## src/rtl/tmds_period_scheduler.sv

```systemverilog
// tmds_period_scheduler: pixel-clock sequencer between the three TMDS encoders
// and the 10:1 serializer. It schedules control, preamble, guard-band and video
// periods per line, and drives the constant clock-channel word. A 10-deep
// look-ahead delay line lets the preamble and guard band go out ahead of the
// first pixel of a line without dropping any pixels.
module tmds_period_scheduler #(
  parameter bit HDMI_MODE = 1'b1
) (
  input  logic       clk_pix,
  input  logic       rst,
  input  logic       de_in,
  input  logic       hsync_in,
  input  logic       vsync_in,
  input  logic [9:0] tmds_0_in,
  input  logic [9:0] tmds_1_in,
  input  logic [9:0] tmds_2_in,
  output logic [9:0] datain_0,
  output logic [9:0] datain_1,
  output logic [9:0] datain_2,
  output logic [9:0] datain_3,
  output logic       video_active,
  output logic       gap_err
);

  localparam int unsigned DELAY = 10;

  localparam logic [9:0] CTRL_00  = 10'b1101010100;
  localparam logic [9:0] CTRL_01  = 10'b0010101011;
  localparam logic [9:0] CTRL_10  = 10'b0101010100;
  localparam logic [9:0] CTRL_11  = 10'b1010101011;
  localparam logic [9:0] GB0      = 10'b1011001100;
  localparam logic [9:0] GB1      = 10'b0100110011;
  localparam logic [9:0] CLK_WORD = 10'b1111100000;

  // Terminal counts: the counter restarts at 0 on entry, so PRE runs 8 cycles
  // and GUARD runs 2.
  localparam logic [3:0] PRE_LAST   = 4'd7;
  localparam logic [3:0] GUARD_LAST = 4'd1;

  typedef enum logic [1:0] {
    ST_CTRL,
    ST_PRE,
    ST_GUARD,
    ST_VIDEO
  } state_e;

  // Delay line: bit/entry 0 is the newest sample, DELAY-1 the oldest.
  logic [DELAY-1:0] de_sr_q;
  logic [DELAY-1:0] hs_sr_q;
  logic [DELAY-1:0] vs_sr_q;
  logic [29:0]      vid_sr_q [DELAY];

  // Outputs of the delay line (the look-ahead view of the line).
  logic        de_dly;
  logic        hs_dly;
  logic        vs_dly;
  logic [29:0] vid_dly;

  // A new line starts when de_in rises. If any active pixel of the previous
  // line is still inside the delay line, there is no room for a preamble.
  logic de_rise;
  logic line_in_flight;

  state_e      state_q, state_d;
  logic [3:0]  cnt_q, cnt_d;
  logic [9:0]  data0_d, data1_d, data2_d;
  logic        video_d;
  logic        gap_err_d;

  assign de_dly  = de_sr_q[DELAY-1];
  assign hs_dly  = hs_sr_q[DELAY-1];
  assign vs_dly  = vs_sr_q[DELAY-1];
  assign vid_dly = vid_sr_q[DELAY-1];

  assign de_rise        = de_in & ~de_sr_q[0];
  assign line_in_flight = |de_sr_q;

  // The clock channel carries the same 5-high/5-low word on every cycle.
  assign datain_3 = CLK_WORD;

  function automatic logic [9:0] ctrl_token(input logic [1:0] c);
    logic [9:0] tok;
    case (c)
      2'b00:   tok = CTRL_00;
      2'b01:   tok = CTRL_01;
      2'b10:   tok = CTRL_10;
      default: tok = CTRL_11;
    endcase
    return tok;
  endfunction

  // Shift sync, enable and encoded video through the 10-stage look-ahead.
  always_ff @(posedge clk_pix) begin
    if (rst) begin
      de_sr_q <= '0;
      hs_sr_q <= '0;
      vs_sr_q <= '0;
      for (int i = 0; i < DELAY; i++) begin
        vid_sr_q[i] <= '0;
      end
    end else begin
      de_sr_q     <= {de_sr_q[DELAY-2:0], de_in};
      hs_sr_q     <= {hs_sr_q[DELAY-2:0], hsync_in};
      vs_sr_q     <= {vs_sr_q[DELAY-2:0], vsync_in};
      vid_sr_q[0] <= {tmds_2_in, tmds_1_in, tmds_0_in};
      for (int i = 1; i < DELAY; i++) begin
        vid_sr_q[i] <= vid_sr_q[i-1];
      end
    end
  end

  // Next-state logic; the output words are chosen from the state being
  // entered so that they are registered together with it.
  always_comb begin
    state_d   = state_q;
    cnt_d     = cnt_q;
    gap_err_d = 1'b0;

    unique case (state_q)
      ST_CTRL: begin
        if (de_dly) begin
          state_d = ST_VIDEO;
        end else if (HDMI_MODE && de_rise && !line_in_flight) begin
          state_d = ST_PRE;
          cnt_d   = 4'd0;
        end
      end
      ST_PRE: begin
        if (cnt_q == PRE_LAST) begin
          state_d = ST_GUARD;
          cnt_d   = 4'd0;
        end else begin
          cnt_d = cnt_q + 4'd1;
        end
      end
      ST_GUARD: begin
        if (cnt_q == GUARD_LAST) begin
          state_d = de_dly ? ST_VIDEO : ST_CTRL;
          cnt_d   = 4'd0;
        end else begin
          cnt_d = cnt_q + 4'd1;
        end
      end
      ST_VIDEO: begin
        if (!de_dly) begin
          state_d = ST_CTRL;
        end
      end
      default: begin
        state_d = ST_CTRL;
        cnt_d   = 4'd0;
      end
    endcase

    // A line arriving too soon after the previous one is sent without a
    // preamble; flag it once. Rises during PRE/GUARD are ignored.
    if (HDMI_MODE && de_rise && line_in_flight &&
        (state_q == ST_CTRL || state_q == ST_VIDEO)) begin
      gap_err_d = 1'b1;
    end

    data0_d = ctrl_token({vs_dly, hs_dly});
    data1_d = CTRL_00;
    data2_d = CTRL_00;
    video_d = 1'b0;
    unique case (state_d)
      ST_PRE: begin
        data1_d = CTRL_01;
      end
      ST_GUARD: begin
        data0_d = GB0;
        data1_d = GB1;
        data2_d = GB0;
      end
      ST_VIDEO: begin
        data0_d = vid_dly[9:0];
        data1_d = vid_dly[19:10];
        data2_d = vid_dly[29:20];
        video_d = 1'b1;
      end
      default: begin
      end
    endcase
  end

  // Period FSM state, timing counter and registered serializer words.
  always_ff @(posedge clk_pix) begin
    if (rst) begin
      state_q      <= ST_CTRL;
      cnt_q        <= 4'd0;
      datain_0     <= CTRL_00;
      datain_1     <= CTRL_00;
      datain_2     <= CTRL_00;
      video_active <= 1'b0;
      gap_err      <= 1'b0;
    end else begin
      state_q      <= state_d;
      cnt_q        <= cnt_d;
      datain_0     <= data0_d;
      datain_1     <= data1_d;
      datain_2     <= data2_d;
      video_active <= video_d;
      gap_err      <= gap_err_d;
    end
  end

endmodule
```

## config.mk

```make
export PLATFORM = sky130hd
export DESIGN_NAME = tmds_period_scheduler
export DESIGN_NICKNAME = d
export VERILOG_FILES = /design/src/rtl/tmds_period_scheduler.sv
export SDC_FILE = /design/constraint.sdc
export NUM_CORES = 1
export LEC_CHECK = 0
export ABC_AREA = 1
export BUFFER_PORTS_ARGS = -buffer_cell sky130_fd_sc_hd__buf_2
export CAP_MARGIN = 20
export CORE_MARGIN = 2
export CORE_UTILIZATION = 53
export DETAILED_ROUTE_END_ITERATION = 8
export GPL_ROUTABILITY_DRIVEN = 0
export PLACE_DENSITY = 0.74
export SETUP_SLACK_MARGIN = 0.02
export SLEW_MARGIN = 20
export SYNTH_ARGS = -nofsm -noshare
export SYNTH_HDL_FRONTEND = slang
export SYNTH_SLANG_ARGS = --single-unit
```

## constraint.sdc

```tcl
create_clock -name clk_pix -period 1.7 [get_ports clk_pix]
set_input_delay 0.17 -clock clk_pix [delete_from_list [all_inputs] [get_ports clk_pix]]
set_output_delay 0.17 -clock clk_pix [all_outputs]
set_load 0.005 [all_outputs]
```

==> impl_metrics.toml <==
[run_status]
status = "finished, final reports clean"

[hold_path]
min_path_cells = 2
min-delay-start = "vid_sr_q[0][36]"
hp-class = "flip-flop to flip-flop"
holdPathEnd = "vid_sr_q[0][66]"

[worst_setup_path]
endpoint_kind = "flip-flop"
worst-endpoint-arrival_ps = 1960
path_max_fanout = 7
cp_data_required_time_ps = 2080
crit_type = "flip-flop to flip-flop"
r2r-end = "datain_2[6]"
timing.rr.start = "state_q[1]"
crit_path_start_kind = "flip-flop"
rrSetupSlack_ps = 110
r2r.worst_path.cells = 9

[cts]
clk_pin_slew_ps = 60
clockBufferDepth = 3
clock-sinks = 368
clkLatencyLatePin_ps = 500
cts-buffers-inserted = 34
cts_tree = "yes"
h-tree-depth = 2
cts_root_buffer = "clkbuf_16"

[synth]
synthFlopType = "dfxtp_1"
synth_edf_count = 0
synth_area_per_cell_um2 = 8.846
yosysTopAreaCellShare_pct = 66.73
yosys_warnings = 0
postSynth.asyncResetShare_pct = 0
ys_types = 29
synth_seq_area_share_pct = 66.73
synthesis.area_um2 = 11040
yosysTopAreaCell = "dfxtp_1"
synth_seq_cells = 368
yosys-top-cells-area = "dfxtp_1, inv_1, nor2_1"
synthCells = 1248

[power]
power_density_nw_per_um2 = 1471
vdd_drop_max_mv = 0.8861
p_leak_uw = 0.005743

[routing]
route.detailed.drc = 0
vias_per_cell = 3.888
vias = 6450
first_pass_iters = 4
routedWlPerCell_um = 8.931
finalWirelength_um = 14820
ant_nets = 0
drtIter0Drc = 270

[finish]
drive_gt1_share_pct = 13.32
fin_area_um2 = 13320
nets = 1410
layout_common_cells = "dfxtp_1, inv_1, nor2_1"
mostFrequentLayoutCell = "dfxtp_1"
n_antenna_cell = 0
syn2layout_area_growth_pct = 20.62

[floorplan]
core_um2 = 20360
die_w_um = 148.3
die_area_um2 = 22000
initial_core_util_pct = 54.21
die_height_um = 148.3
io_pins = 77
num_rows = 52

[global_route]
grt_pass1_vias = 5925
grt_max_degree = 136
grt_usage_pct = 13.75
antenna_found_initial = 0
grt_pass1_wl_um = 25050
overflow = 0

[timing]
slew_violations = 0
fmax_mhz = 630.4
max-slew-margin-rel_pct = 64.99
finClkSkew_ps = 7.964
rsz0062_at_grt = "no"
fin_hold_ws_ps = 394.1
setup_viol_count_final = 0
min_period_over_period_pct = 93.32
totalNegativeSetupSlack_ps = 0
worst_pin_slew_ps = 520.7
finalHoldViolations = 0
fin_crit_ps = 1586

[place]
port_buffers = 66
post-dp-hpwl_um = 8416
placed_area_um2 = 11610

[job]
drv_cap = 0
stage by stage:
step	setup slack [ps]	util, %	power (uW)	cells
2_1_floorplan	27.50	-	10940	1256
3_3_place_gp	-9.334	57.00	11510	1552
3_5_place_dp	-93.11	57.00	11600	1552
4_1_cts	24.76	64.62	19400	1651
5_1_grt	10.26	65.38	20480	1659
6_report	113.6	65.38	19580	1659
worst max-delay path by stage:
| stage | to | slack [ps] | start |
|---|---|---|---|
| after global routing | datain_1[8] | 10 | state_q[1] |
| final | datain_2[6] | 110 | state_q[1] |
| after detailed placement | datain_1[0] | -90 | state_q[0] |
| after CTS | datain_2[6] | 20 | state_q[1] |
| after floorplan | datain_0[4] | 30 | state_q[1] |
| after global placement | datain_1[5] | -9 | state_q[0] |
worst max-delay path, stage by stage, from the launching register on:
cell and delay, ps:
dfxtp_2 340, buf_6 120, ha_4 130, nand2_2 60, o21ai_2 140, nand3b_4 190, nand3_4 120, buf_6 150
nor2_4 140, nand2_1 80
report_power, final:
part           total (uW)  internal, uW  switching (uW)
Clock                7600          4630            2960
Combinational        2730          1150            1580
Sequential           9260          9070             183
synth_stat cells (3+ instances only):
master    instances
nand2_1          60
nor2_1          343
nand3_1           9
inv_1           358
buf_4            10
nand2_2           9
nor2_2            4
dfxtp_1         368
nand3_2           3
ha_1             12
o21ai_0           6
nor3_1            3
a21oi_1           6
nor2_4            3
clkbuf_1         33
buf_1             4
nand3_4           3
cell type report:
type / instances / area [um2]
flip-flops and latches: 368 / 7378
fillers: 1562 / 7049
multi-input cells: 480 / 2212
inverters: 360 / 1354
clock buffers: 54 / 1070
repair buffers: 119 / 870.8
well taps: 270 / 337.8
clock inverters: 8 / 92.59
what timing repair did:
action | in CTS | in global routing
gates cloned | 0 | 1
pin swaps | 2 | 7
hold endpoints to repair | 44 | 0
buffers inserted | 2 | 7
resized for setup | 8 | 20
setup endpoints to repair | 17 | 26
hold buffers | 35 | 0
flip-flops by register name (all words and copies together), names as in the netlist, 2 cells and up:
| signal | flops |
|---|---|
| cnt_q | 4 |
| datain_0 | 10 |
| datain_1 | 10 |
| datain_2 | 10 |
| de_sr_q | 10 |
| hs_sr_q | 10 |
| state_q | 2 |
| vid_sr_q | 300 |
| vs_sr_q | 10 |
routing by layer:
layer | vias up | part of all wire (%) | track usage [%]
met1 | 2665 | 44 | 14.89
met3 | 38 | 4.4 | 3.528
met4 | 0 | 2.8 | 6.190
li1 | 3631 | - | -
met5 | - | 0 | 0
met2 | 116 | 49 | 25.21
cells by family (layout without fill, tap and decap cells):
logic type | Yosys count | in the layout | share of synthesized area (%)
buffers and inverters | 409 | 541 | 14.38
and+or+nand+nor | 442 | 443 | 16.68
adders and majority gates | 12 | 12 | 1.360
other | 2 | 10 | 0.06803
xor gates and xnor gates | 2 | 2 | 0.1587
AOI/OAI and AO/OA | 13 | 13 | 0.6121
DFF | 368 | 368 | 66.73
No activity file was read; power rests on OpenSTA's default activity.
